## src/rtl/crypt_pkg.sv

```systemverilog
// crypt_pkg: shared definitions for the crypt unit.
//   - FSM state encoding
//   - decode funct constants for the encrypt / decrypt instructions
//   - default round count and round-counter width
//   - rol32(): 32-bit rotate-left helper
package crypt_pkg;

    localparam int ROUNDS_DEF = 8;
    // Wide enough for round indices 0..15 (ROUNDS up to 16).
    localparam int CNT_W      = 4;

    localparam logic [5:0] FUNCT_ENC = 6'h30;
    localparam logic [5:0] FUNCT_DEC = 6'h31;

    typedef enum logic [1:0] {
        ST_IDLE = 2'd0,
        ST_RUN  = 2'd1,
        ST_DONE = 2'd2
    } crypt_state_e;

    function automatic logic [31:0] rol32(input logic [31:0] x, input int unsigned n);
        // Shifting the doubled word and keeping its top half yields the rotation.
        return 32'(({x, x} << (n % 32)) >> 32);
    endfunction

    // Decode helper: funct field to the mode bit (1 = decrypt).
    function automatic logic funct_is_decrypt(input logic [5:0] funct);
        return (funct == FUNCT_DEC) && (funct != FUNCT_ENC);
    endfunction

endpackage

```

## src/rtl/crypt_if.sv

```systemverilog
// crypt_if: CPU <-> crypt unit signal bundle.
//   start   : crypt instruction in decode
//   mode    : 0 = encrypt, 1 = decrypt
//   data_in : rs operand
//   key     : rt operand
//   stall   : freezes PC and register-file write while high
//   busy    : unit is not idle
//   done    : one-cycle pulse, result valid for write-back
//   result  : crypt output
// master = CPU side, slave = crypt unit side.
interface crypt_if;
    logic        start;
    logic        mode;
    logic [31:0] data_in;
    logic [31:0] key;
    logic        stall;
    logic        busy;
    logic        done;
    logic [31:0] result;

    modport master (output start, mode, data_in, key,
                    input  stall, busy, done, result);
    modport slave  (input  start, mode, data_in, key,
                    output stall, busy, done, result);
endinterface

```

## src/rtl/crypt_round.sv

```systemverilog
// crypt_round: one combinational Feistel round on a 16/16-bit split.
//   l_i, r_i : current halves
//   k_i      : round key
//   mode_i   : 0 = encrypt round, 1 = decrypt round
//   l_o, r_o : next halves
// F(x,k) = ((x rol 3) ^ k) + x, modulo 2^16.
// Macro CRYPT_DECRYPT_EN: when undefined only the encrypt round is built
// and mode_i is ignored.
module crypt_round (
    input  logic [15:0] l_i,
    input  logic [15:0] r_i,
    input  logic [15:0] k_i,
    input  logic        mode_i,
    output logic [15:0] l_o,
    output logic [15:0] r_o
);

    function automatic logic [15:0] f_fn(input logic [15:0] x, input logic [15:0] k);
        return ({x[12:0], x[15:13]} ^ k) + x;
    endfunction

`ifdef CRYPT_DECRYPT_EN
    always_comb begin
        if (mode_i) begin
            // Inverse of the encrypt round: F is applied to the left half.
            l_o = r_i ^ f_fn(l_i, k_i);
            r_o = l_i;
        end else begin
            l_o = r_i;
            r_o = l_i ^ f_fn(r_i, k_i);
        end
    end
`else
    logic unused_mode;
    assign unused_mode = mode_i;
    assign l_o = r_i;
    assign r_o = l_i ^ f_fn(r_i, k_i);
`endif

endmodule

```

## src/rtl/crypt_unit.sv

```systemverilog
// crypt_unit: multi-cycle Feistel encrypt/decrypt co-processor.
//   clk   : clock, rising edge
//   rst_n : asynchronous active-low reset
//   bus   : crypt_if.slave (start/mode/data_in/key in; stall/busy/done/result out)
// Parameter ROUNDS (1..16): Feistel round count.
// One round per cycle; start accepted in IDLE at cycle t gives done at t+ROUNDS+1.
// Macro CRYPT_DECRYPT_EN: enables the decrypt datapath. When undefined, a
// decrypt request bypasses straight to DONE with result = data_in.
module crypt_unit
    import crypt_pkg::*;
#(
    parameter int ROUNDS = ROUNDS_DEF
) (
    input  logic   clk,
    input  logic   rst_n,
    crypt_if.slave bus
);

    localparam logic [CNT_W-1:0] LAST = CNT_W'(ROUNDS - 1);

    crypt_state_e     state_q, state_d;
    logic [CNT_W-1:0] cnt_q, cnt_d;
    logic [15:0]      l_q, l_d, r_q, r_d;
    logic [31:0]      key_q, key_d;
    logic [31:0]      result_q, result_d;
    logic             done_q, done_d;
    logic             busy_q, busy_d;

    logic [15:0]      l_nxt, r_nxt;
    logic             rnd_mode;
    logic             dec_bypass;
    logic [31:0]      key_init;
    logic [31:0]      key_step;

    // The key register always holds the current round key in [15:0]:
    // encrypt walks it left by 4 per round, decrypt starts at the last
    // round's rotation and walks it right by 4 (rol 28).
`ifdef CRYPT_DECRYPT_EN
    localparam int unsigned DEC_ROT = (4 * (ROUNDS - 1)) % 32;

    logic mode_q, mode_d;

    always_comb begin
        mode_d = mode_q;
        if (state_q == ST_IDLE && bus.start) mode_d = bus.mode;
    end

    always_ff @(posedge clk or negedge rst_n) begin
        if (!rst_n) mode_q <= 1'b0;
        else        mode_q <= mode_d;
    end

    assign dec_bypass = 1'b0;
    assign key_init   = bus.mode ? rol32(bus.key, DEC_ROT) : bus.key;
    assign key_step   = mode_q ? rol32(key_q, 28) : rol32(key_q, 4);
    assign rnd_mode   = mode_q;
`else
    assign dec_bypass = bus.mode;
    assign key_init   = bus.key;
    assign key_step   = rol32(key_q, 4);
    assign rnd_mode   = 1'b0;
`endif

    crypt_round u_round (
        .l_i    (l_q),
        .r_i    (r_q),
        .k_i    (key_q[15:0]),
        .mode_i (rnd_mode),
        .l_o    (l_nxt),
        .r_o    (r_nxt)
    );

    always_comb begin
        state_d  = state_q;
        cnt_d    = cnt_q;
        l_d      = l_q;
        r_d      = r_q;
        key_d    = key_q;
        result_d = result_q;
        done_d   = 1'b0;
        unique case (state_q)
            ST_IDLE: begin
                if (bus.start) begin
                    if (dec_bypass) begin
                        result_d = bus.data_in;
                        done_d   = 1'b1;
                        state_d  = ST_DONE;
                    end else begin
                        l_d     = bus.data_in[31:16];
                        r_d     = bus.data_in[15:0];
                        key_d   = key_init;
                        cnt_d   = '0;
                        state_d = ST_RUN;
                    end
                end
            end
            ST_RUN: begin
                l_d   = l_nxt;
                r_d   = r_nxt;
                key_d = key_step;
                cnt_d = cnt_q + CNT_W'(1);
                if (cnt_q == LAST) begin
                    // result only moves here, so it holds through DONE/IDLE.
                    result_d = {l_nxt, r_nxt};
                    done_d   = 1'b1;
                    cnt_d    = '0;
                    state_d  = ST_DONE;
                end
            end
            ST_DONE: state_d = ST_IDLE;
            default: state_d = ST_IDLE;
        endcase
        busy_d = (state_d != ST_IDLE);
    end

    always_ff @(posedge clk or negedge rst_n) begin
        if (!rst_n) begin
            state_q  <= ST_IDLE;
            cnt_q    <= '0;
            l_q      <= '0;
            r_q      <= '0;
            key_q    <= '0;
            result_q <= '0;
            done_q   <= 1'b0;
            busy_q   <= 1'b0;
        end else begin
            state_q  <= state_d;
            cnt_q    <= cnt_d;
            l_q      <= l_d;
            r_q      <= r_d;
            key_q    <= key_d;
            result_q <= result_d;
            done_q   <= done_d;
            busy_q   <= busy_d;
        end
    end

    // Dropping stall in DONE lets the CPU retire the instruction that cycle.
    assign bus.stall  = bus.start && (state_q != ST_DONE);
    assign bus.busy   = busy_q;
    assign bus.done   = done_q;
    assign bus.result = result_q;

endmodule

```

## src/flat_wrapper.sv

```systemverilog
// flat-port wrapper written by rule: the top's interface ports become plain ports
module crypt_unit_flat import crypt_pkg::*;
#(
    parameter int ROUNDS = ROUNDS_DEF
)
  (clk, rst_n, bus_start, bus_mode, bus_data_in, bus_key, bus_stall, bus_busy, bus_done, bus_result);
  crypt_if bus_i ();
  input  logic clk;
  input  logic rst_n;
  input wire logic [$bits(bus_i.start)-1:0] bus_start;
  input wire logic [$bits(bus_i.mode)-1:0] bus_mode;
  input wire logic [$bits(bus_i.data_in)-1:0] bus_data_in;
  input wire logic [$bits(bus_i.key)-1:0] bus_key;
  output wire logic [$bits(bus_i.stall)-1:0] bus_stall;
  output wire logic [$bits(bus_i.busy)-1:0] bus_busy;
  output wire logic [$bits(bus_i.done)-1:0] bus_done;
  output wire logic [$bits(bus_i.result)-1:0] bus_result;
  assign bus_i.start = bus_start;
  assign bus_i.mode = bus_mode;
  assign bus_i.data_in = bus_data_in;
  assign bus_i.key = bus_key;
  assign bus_stall = bus_i.stall;
  assign bus_busy = bus_i.busy;
  assign bus_done = bus_i.done;
  assign bus_result = bus_i.result;
  crypt_unit #(.ROUNDS(ROUNDS)) u_core (.clk(clk), .rst_n(rst_n), .bus(bus_i));
endmodule
```

## config.mk

```make
export PLATFORM = sky130hd
export DESIGN_NAME = crypt_unit_flat
export DESIGN_NICKNAME = d
export VERILOG_FILES = /design/src/rtl/crypt_pkg.sv /design/src/rtl/crypt_if.sv /design/src/rtl/crypt_round.sv /design/src/rtl/crypt_unit.sv /design/src/flat_wrapper.sv
export SDC_FILE = /design/constraint.sdc
export NUM_CORES = 1
export LEC_CHECK = 0
export ABC_AREA = 1
export CORE_MARGIN = 4
export CORE_UTILIZATION = 40
export CTS_CLUSTER_DIAMETER = 100
export DETAILED_ROUTE_END_ITERATION = 7
export PLACE_DENSITY = 0.62
export SYNTH_ARGS = -nofsm -noshare
export SYNTH_HDL_FRONTEND = slang
export SYNTH_SLANG_ARGS = --single-unit
```

## constraint.sdc

```tcl
create_clock -name clk -period 3.01 [get_ports clk]
set_clock_uncertainty 0.2 [all_clocks]
set_input_delay 0.602 -clock clk [delete_from_list [all_inputs] [get_ports clk]]
set_output_delay 0.602 -clock clk [all_outputs]
set_load 0.02 [all_outputs]
```

# ---- Word level (Yosys, flattened, before mapping)
# Cells that the tools add are included.
dict set report totals {
  ff_bits 104
  wordCells 50
}
dict set report op_classes {
  mux 25
  n_eq_ne 7
  reduce_logical 6
  bitwise 2
  n_addsub 2
}
# operator n
set op_table {}
lappend op_table {{32-bit two-way mux} 5}
lappend op_table {{32-bit one-hot mux with 2 select lines} 2}
lappend op_table {{16-bit two-way mux} 4}
lappend op_table {{16-bit one-hot mux with 2 select lines} 2}
lappend op_table {{16-bit bitwise XOR} 2}
lappend op_table {{16-bit adder} 1}
lappend op_table {{4-bit two-way mux} 3}
lappend op_table {{2-bit inequality test, second input constant} 4}
lappend op_table {{4-bit one-hot mux with 2 select lines} 1}
lappend op_table {{2-bit two-way mux} 3}
lappend op_table {{4-bit by 1-bit adder with 4-bit output, second input constant} 1}
lappend op_table {{4-bit by 3-bit equality test with 1-bit output, second input constant} 1}
lappend op_table {{2-bit one-hot mux with 2 select lines} 1}
lappend op_table {{4-bit AND reduction} 1}
lappend op_table {{2-bit nonzero test} 2}
lappend op_table {{1-bit two-way mux} 3}
lappend op_table {{3-bit AND reduction} 1}
lappend op_table {{2-bit by 1-bit equality test with 1-bit output, second input constant} 1}
lappend op_table {{2-bit zero test} 1}
lappend op_table {{2-bit by 1-bit inequality test with 1-bit output, second input constant} 1}
lappend op_table {{1-bit one-hot mux with 2 select lines} 1}
lappend op_table {{1-bit logical AND} 1}

# ---- Logic depth before layout (Yosys ltp)
dict set report logic_depth {
  word_depth 5
  depth_mapped 14
  ltp_nobuf 14
}

# ---- By module
# A second synthesis with hierarchy kept.
dict set report hier_totals {
  cells_unflattened 869
  hier_area_um2 6291.0
}
# module n_inst seq_area_each_um2 area_per_inst_um2 cells_each
set modules_own_cells {}
lappend modules_own_cells {crypt_unit 1 2602.5 4879.7 629}
lappend modules_own_cells {crypt_round 1 0.0 1411.4 240}

# ---- Worst setup path after synthesis
# OpenSTA, ideal clock, no wires.
dict set report synth_path {
  kind {register to register}
  startpoint {register u_core.r_q[13]}
  endpoint {register u_core.r_q[6]}
  arrival_time_ps 1828
  n_path_buf 0
  required_ps 2678
  setup_time_ps 132
  setup_slack_ps 849
  path_stages_with_launch 11
  cell_sequence {dfrtp_1 > xor2_1 > ha_1 > fa_1 > nand2_1 > nand2_1 > nand3_1 > nand2_1 > or2_2 > nand3_1 > a31oi_1}
}
dict set report synth_between {
  elab_chain_cells 4
}
# item line_no
set synth_rtl {}
lappend synth_rtl {{start, declared} crypt_unit.sv:23} ;# logic [15:0] l_q, l_d, r_q, r_d;
lappend synth_rtl {{start signal, assigned} crypt_unit.sv:130} ;# r_q <= r_d;
lappend synth_rtl {{16-bit bitwise XOR} crypt_round.sv:19} ;# return ({x[12:0], x[15:13]} ^ k) + x;
lappend synth_rtl {{16-bit adder} crypt_round.sv:19}
lappend synth_rtl {{16-bit bitwise XOR} crypt_round.sv:37} ;# assign r_o = l_i ^ f_fn(r_i, k_i);
lappend synth_rtl {{16-bit one-hot mux with 2 select lines} crypt_unit.sv:81} ;# unique case (state_q)
# Every way passes these cells.
# A chain may end at the register's enable or synchronous reset.

# ---- Worst setup path in the final report
dict set report layout_path {
  startpoint {input bus_start}
  endpoint {output bus_stall}
}
dict set report layout_between {
  elab_chain_cells 1
}
# item line_no
set layout_rtl {}
lappend layout_rtl {{start, declared} flat_wrapper.sv:10} ;# input wire logic [$bits(bus_i.start)-1:0] bus_start;
lappend layout_rtl {{1-bit logical AND} crypt_unit.sv:139} ;# assign bus.stall = bus.start && (state_q != ST_DONE);
lappend layout_rtl {{end, declared} flat_wrapper.sv:14} ;# output wire logic [$bits(bus_i.stall)-1:0] bus_stall;
# Every way passes these cells.

==> metrics.cfg <==
[outcome]
status=finished, final reports clean

[worst_setup_path]
path_buf_inv=3
path_cells=clkdlybuf4s50_1 -> inv_1 -> a21oi_1 -> clkdlybuf4s50_1
worst-path-max-fanout=3
crit_arrival_ns=1.91
cp-start-kind=input pin
critPathTopFamily=buffers and inverters
cp-end-kind=primary output
crit_top_cell=clkdlybuf4s50_1
crit_required_ns=2.21
crit_path_max_incr_delay_ns=0.62
crit_type=input pin to primary output
cp_slowest_cell=clkdlybuf4s50_1

[logic_synthesis]
yosys-top-cells-count=nand2_1 (243), dfrtp_1 (104), inv_1 (74)
ys_types=30
ys.flop_type=dfrtp_1
synth_edf_count=0
ys_warn_count=0
yosysTopAreaCellShare_pct=45.3
ys_async_sr_fraction_pct=100
yosysMostFrequentCell=nand2_1
yosysSeqAreaShare_pct=45.3
ys_seq_elements=104
syn_inst=732
ys_top_cells_by_area=dfrtp_1 (45%), nand2_1 (16%), inv_1 (4.8%), o211ai_1 (4.4%), xor2_1 (4.3%)
avgSynthCellArea_um2=7.86
synth_top_area_cell=dfrtp_1
syn_area_mm2=0.00575
synth_fp_nets=818

[placement]
gp_congestion=0.895
dp_hpwl_um=11400
port_buffers=102
placedCellCount=990

[clocking]
cts_made_buffers=9
clkSinkCount=104
clock_path_buffers=2
cts_setup_buffers=0
clk_root_buffer_cell=clkbuf_16
cts_tree=done
clkSlewWorstSetupHoldPaths_ns=0.07
h-tree-depth=3
ctsHoldBuffers=0
cts_resized=0
insertion_delay_ns=0.35

[routing]
wirelength_um=14900
drc=0
ant_nets=0
vias_per_cell=5.04
drt-initial-drc-count=267
dr.pass1.iters=8
routedWlPerCell_um=14.8
vias=5072

[global_route]
busiest_layer=met2
grt.total_usage_pct=19.0
grt_pass1_vias=5034
antenna_found_initial=0
grtUsageMet3_pct=3.29
grt_max_degree=88
grt_first_pass_wirelength_um=24800
gr-usage-met2_pct=29.9
grt_util_met1_pct=26.7
overflow=0

[final_layout]
nets=907
stdcell_count=1006
drive_above_1_share_pct=4.96
final_core_util_pct=51.6
area_growth_pct=25.6
diodes=0

[worst_hold_path]
hp-class=input pin to async pin

[timing]
finalHoldViolCount=0
fin_crit_sh_pct=90.1
rsz0062_at_grt=no
slew_headroom_pct=45.4
drv_slew=0
max_freq_mhz=369
setup_tns_ns=0
worst_pin_slew_ns=0.819
layout_min_cycle_time_ns=2.71
setup_violations=0

[floorplanning]
die_w_um=128
pin_count=103
start_util_pct=41.1
num_rows=43
dieArea_mm2=0.0164
die_h_um=128
core_mm2=0.0140

[run]
max-cap-violations=0

## metal layers
layer / wire, um / vias to the layer above
met5: 0 / -
met4: 261 / 0
met3: 615 / 18
met2: 7010 / 119
met1: 6970 / 2396
li1: - / 2539
## per-stage QoR
| step | setup slack [ns] | hold slack, ns | area [um^2] |
|---|---|---|---|
| floorplan | 0.849 | 0.106 | 5750 |
| finish | 0.297 | 0.0435 | 7220 |
| global placement | 0.308 | 0.266 | 6920 |
| global route | 0.239 | 0.0974 | 7220 |
| CTS | 0.289 | 0.0645 | 7220 |
| detailed placement | 0.284 | 0.269 | 6920 |
## path summary, 6_finish.rpt
kind | startpoint | to | slack (ns) | depth (start not counted)
setup / recovery | bus_start | bus_stall | 0.30 | 4
hold / removal | rst_n | u_core.bus.result[19]$_DFFE_PN0P_ | 0.04 | 1
setup reg to reg | u_core.r_q[13]$_DFFE_PN0P_ | u_core.r_q[12]$_DFFE_PN0P_ | 0.57 | 12
hold reg to reg | u_core.bus.result[1]$_DFFE_PN0P_ | u_core.bus.result[1]$_DFFE_PN0P_ | 0.28 | 2
max in group asynchronous | rst_n | u_core.key_q[22]$_DFFE_PN0P_ | 1.91 | 2
min in group clk | u_core.bus.result[1]$_DFFE_PN0P_ | u_core.bus.result[1]$_DFFE_PN0P_ | 0.28 | 2
## cell families after synthesis
| group | Yosys count | share of synthesized area (%) |
|---|---|---|
| AOI/OAI and AO/OA | 126 | 13.4 |
| and+or+nand+nor | 333 | 23.2 |
| xor gates and xnor gates | 39 | 5.94 |
| buffers and inverters | 112 | 8.22 |
| adders and majority gates | 18 | 4.05 |
| DFF | 104 | 45.3 |
## cell type report
class	count	area [um^2]
sequential	104	2600
timing repair buffer	112	1120
inverter	78	293
tap	180	225
clock buffer	12	246
fill	1375	6770
multi-input combinational	516	2680
clock inverter	4	53.8
## flip-flops by register name, indices dropped and copies added (netlist names)
name / count
u_core.l_q: 16
u_core.bus.result: 32
u_core.cnt_q: 4
u_core.bus.busy: 1
u_core.key_q: 32
u_core.r_q: 16
u_core.state_q: 2
u_core.bus.done: 1
## placed cells by master (no fill, tap or decap), types with 9 or more instances in the layout
| cell | synthesis | routed |
|---|---|---|
| buf_4 | 6 | 9 |
| nand2_1 | 243 | 243 |
| nand3_1 | 27 | 27 |
| dfrtp_1 | 104 | 104 |
| or2_2 | 10 | 10 |
| clkdlybuf4s50_1 | 0 | 101 |
| o21ai_0 | 40 | 40 |
| o211ai_1 | 34 | 34 |
| nor2_1 | 45 | 45 |
| inv_1 | 74 | 74 |
| a31oi_1 | 30 | 30 |
| clkbuf_16 | 0 | 9 |
| xnor2_1 | 11 | 11 |
| xor2_1 | 28 | 28 |
| o21ai_1 | 9 | 9 |
| ha_1 | 17 | 17 |
## worst reg2reg max path, delay by kind of cell, from the launching register on
kind | cells | cell delay [ns]
xor gates and xnor gates | 1 | 0.19
and+or+nand+nor | 9 | 0.86
DFF | 1 | 0.44
adders and majority gates | 2 | 0.64
Power is left out: the tool's default activity adds up to more than one toggle a clock period on the data nets, which glitch-free logic cannot reach.
